<file path="src/rtl/alu_cmd_queue.sv">
// rtl/alu_cmd_queue.sv - strobe-fed command FIFO issuing {a, b, op} to the ALU stage over valid/ready
module alu_cmd_queue #(
    parameter int DEPTH       = 4,
    parameter int SYNC_STAGES = 2
) (
    input  logic                     clk,
    input  logic                     rst_n,
    input  logic [7:0]               wr_data,
    input  logic [2:0]               wr_op,
    input  logic                     wr_strobe,
    input  logic                     clear,
    output logic [3:0]               cmd_a,
    output logic [3:0]               cmd_b,
    output logic [2:0]               cmd_op,
    output logic                     cmd_valid,
    input  logic                     cmd_ready,
    output logic [$clog2(DEPTH):0]   fifo_count,
    output logic                     fifo_full,
    output logic                     fifo_empty,
    output logic                     overflow
);
    localparam int PW = $clog2(DEPTH);
    localparam int CW = PW + 1;

    logic [SYNC_STAGES-1:0] sync_q;
    logic                   sync_prev;
    logic                   push_req;
    logic                   pop;
    logic                   push_ok;
    logic [PW-1:0]          rd_ptr;
    logic [PW-1:0]          wr_ptr;
    logic [CW-1:0]          count;
    logic [10:0]            mem [DEPTH];
    logic [10:0]            head;

    // The chain resets to 0, so a strobe already high at release still yields one push.
    always_ff @(posedge clk or negedge rst_n) begin
        if (!rst_n) begin
            sync_q    <= '0;
            sync_prev <= 1'b0;
        end else begin
            sync_q    <= {sync_q[SYNC_STAGES-2:0], wr_strobe};
            sync_prev <= sync_q[SYNC_STAGES-1];
        end
    end

    assign push_req = sync_q[SYNC_STAGES-1] & ~sync_prev;
    assign pop      = cmd_valid & cmd_ready;
    // A pop on a full queue frees the slot the simultaneous push lands in.
    assign push_ok  = push_req & (~fifo_full | pop);

    always_ff @(posedge clk or negedge rst_n) begin
        if (!rst_n) begin
            rd_ptr   <= '0;
            wr_ptr   <= '0;
            count    <= '0;
            overflow <= 1'b0;
        end else if (clear) begin
            rd_ptr   <= '0;
            wr_ptr   <= '0;
            count    <= '0;
            overflow <= 1'b0;
        end else begin
            if (push_ok) begin
                wr_ptr <= wr_ptr + PW'(1);
            end
            if (pop) begin
                rd_ptr <= rd_ptr + PW'(1);
            end
            if (push_req && !push_ok) begin
                overflow <= 1'b1;
            end
            if (push_ok && !pop) begin
                count <= count + CW'(1);
            end else if (pop && !push_ok) begin
                count <= count - CW'(1);
            end
        end
    end

    always_ff @(posedge clk) begin
        if (!clear && push_ok) begin
            mem[wr_ptr] <= {wr_data, wr_op};
        end
    end

    assign head       = mem[rd_ptr];
    assign fifo_count = count;
    assign fifo_full  = (count == CW'(DEPTH));
    assign fifo_empty = (count == '0);
    assign cmd_valid  = ~fifo_empty;

    // Storage is never reset, so the head is masked while empty.
    always_comb begin
        cmd_a  = 4'd0;
        cmd_b  = 4'd0;
        cmd_op = 3'd0;
        if (!fifo_empty) begin
            cmd_a  = head[10:7];
            cmd_b  = head[6:3];
            cmd_op = head[2:0];
        end
    end
endmodule

</file>
<file path="config.mk">
export PLATFORM = sky130hd
export DESIGN_NAME = alu_cmd_queue
export DESIGN_NICKNAME = d
export VERILOG_FILES = /design/src/rtl/alu_cmd_queue.sv
export SDC_FILE = /design/constraint.sdc
export NUM_CORES = 1
export LEC_CHECK = 0
export ABC_AREA = 0
export BUFFER_PORTS_ARGS = -buffer_cell sky130_fd_sc_hd__buf_2
export CORE_UTILIZATION = 35
export DETAILED_ROUTE_END_ITERATION = 7
export PLACE_DENSITY_LB_ADDON = 0.08
export SLEW_MARGIN = 25
export SYNTH_ARGS = -nofsm -noshare
export SYNTH_HDL_FRONTEND = slang
export SYNTH_SLANG_ARGS = --single-unit
</file>
<file path="constraint.sdc">
create_clock -name clk -period 4.93 [get_ports clk]
set_clock_uncertainty 0.1 [all_clocks]
set_input_delay 1.2325 -clock clk [delete_from_list [all_inputs] [get_ports clk]]
set_output_delay 1.2325 -clock clk [all_outputs]
set_load 0.1 [all_outputs]
</file>
==> flow_summary.yaml <==
synth:
  synth_nets: 155
  yosys_warnings: 0
  synth-seq-cells: 55
  synth_edf_count: 44
  ys_types: 29
  yosysSeqAreaShare_pct: 68.94
  syn-instance-count: 134
  syn_area_per_cell_um2: 17.28
  async_flop_share_pct: 20.00
  synth.cell_area_um2: 2316
  yosys_most_used_dff: "edfxtp_1"
finish:
  fin_nets: 191
  syn_to_final_growth_pct: 14.10
  final_common_cell: "edfxtp_1"
  drive_above_1_share_pct: 32.16
  diodes: 0
  fin_util_pct: 41.38
  most-common-layout-cells: "44 x edfxtp_1, 33 x buf_2, 16 x and2_1"
sta:
  hold_viol: 0
  rsz0062_at_grt: "false"
  min_period_ps: 3566
  holdWs_ps: 254.0
  tns_ps: 0
  fin_crit_sh_pct: 72.34
  setup_viol: 0
  drv_slew: 0
  fmax_mhz: 280.4
  max_slew_margin_pct: 48.48
  tightest_slew_ps: 772.7
cts:
  numClockSinks: 55
  clk_pin_slew_worst_paths_ps: 90
  cts_made_buffers: 5
  cts_tree: "built"
  cts_resized: 0
  cts_buffer_depth: 2
  cts-root-buf: "clkbuf_8"
  post_cts_buffers: 0
  ctsHtreeMaxLevel: 2
  clk_latency_ps: 300
  cts_hold_buf: 0
hold_path:
  whs_path_depth: 0
  min_from: "sync_q[0]$_DFF_PN0_"
  hold_class: "register to register"
  holdPathEnd: "sync_q[1]$_DFF_PN0_"
setup_path:
  critPathLaunchType: "register"
  required_ps: 3600
  r2r_start: "fifo_count[0]$_DFFE_PN0P_"
  cp.arrival_ps: 2230
  crit_fanout: 13
  reg2reg_to: "fifo_count[2]$_DFFE_PN0P_"
  end_kind: "primary output"
  crit_type: "register to primary output"
  rrSetupSlack_ps: 2610
  worstRegToRegCells: 7
detailed_routing:
  antenna_left: 0
  dr.first_iter.drc_count: 40
  wl_per_cell_um: 15.85
  detail_route.vias_per_cell: 4.794
  totalWireLength_um: 3930
  first_pass_iters: 4
  vias: 1189
  drc_errors: 0
floorplan:
  std_cell_rows: 29
  die_w_um: 83.35
  initial_core_util_pct: 36.27
  core_area_um2: 6386
  dieArea_um2: 6946
  io_pins: 34
  die_y_um: 83.35
global_routing:
  use_met1_pct: 15.02
  antenna_found_initial: 0
  grt.busiest_layer: "met2"
  grtUsageTotal_pct: 12.46
  grt_pass1_vias: 1273
  use_met3_pct: 4.473
  grt_first_pass_wirelength_um: 6444
  grt_max_degree: 18
  grt.overflow.total: 0
  met2_usage_pct: 20.86
placed_design:
  io_buffers: 33
  dpl.hpwl_um: 2687
  gp_congestion: 0.6617
outcome:
  status: "completed"
flow_run:
  timing.max_cap.violations: 0
layout make-up:
| type | count | area, um^2 |
|---|---|---|
| clock buffers | 5 | 68.82 |
| clock inverters | 3 | 20.02 |
| flip-flops and latches | 55 | 1597 |
| fillers | 596 | 3744 |
| multi-input cells | 69 | 673.1 |
| repair buffers | 33 | 165.2 |
| inverters | 6 | 22.52 |
| well taps | 77 | 96.34 |
critical path: stages (launching register included):
cell and delay [ps]:
dfrtp_1 850, mux4_1 630, and2_1 170, buf_2 280
stage by stage:
step / area [um^2] / instances / worst slack (ps)
2_1_floorplan: 2316 / 134 / 496.9
3_3_place_gp: 2554 / 240 / 1627
3_5_place_dp: 2554 / 240 / 1650
4_1_cts: 2643 / 248 / 1301
5_1_grt: 2643 / 248 / 1200
6_report: 2643 / 248 / 1364
cell families after synthesis:
| logic type | after synthesis | share of synthesized area (%) |
|---|---|---|
| buffers and inverters | 10 | 1.999 |
| AND/OR/NAND/NOR | 39 | 9.454 |
| AO/OA/AOI/OAI | 7 | 2.485 |
| XOR/XNOR | 4 | 1.513 |
| multiplexers | 14 | 12.59 |
| adder cells (fa/ha/maj) | 5 | 3.026 |
| flip-flops | 55 | 68.94 |
routing by layer:
layer  wire [um]  up-vias
met5           0        -
met3         217        5
li1            -      568
met1        1695      587
met4          51        0
met2        1966       29
registers in the layout, indices dropped and copies added (netlist names):
name	count
fifo_count	3
mem	44
overflow	1
rd_ptr	2
sync_prev	1
sync_q	2
wr_ptr	2
cells in the mapped netlist, types with 2 or more instances:
cell type	n	area, um^2
mux4_2	8	180.2
clkbuf_1	2	7.510
nor2_1	14	52.55
dfrtp_1	11	275.3
and2_1	16	100.1
mux2_2	2	22.52
or3_1	2	12.51
nand2_1	2	7.510
ha_1	4	50.05
edfxtp_1	44	1321
mux4_1	3	78.83
xnor2_1	3	26.28
nand3_1	2	10.01
inv_1	6	22.52
how the worst max path moves through the flow:
stage	from	end	slack [ps]	cells past startpoint
final	rd_ptr[0]$_DFFE_PN0P_	cmd_op[2]	1360	3
after global routing	rd_ptr[0]$_DFFE_PN0P_	cmd_b[3]	1200	3
after CTS	rd_ptr[0]$_DFFE_PN0P_	cmd_b[3]	1300	3
after detailed placement	rd_ptr[0]$_DFFE_PN0P_	cmd_op[2]	1650	3
after global placement	rd_ptr[0]$_DFFE_PN0P_	cmd_a[3]	1630	3
after floorplan	fifo_count[2]$_DFFE_PN0P_	cmd_a[0]	500	3
Power is not shown: default switching activity piles up to over one toggle a cycle in this logic, so the estimate is an artifact.
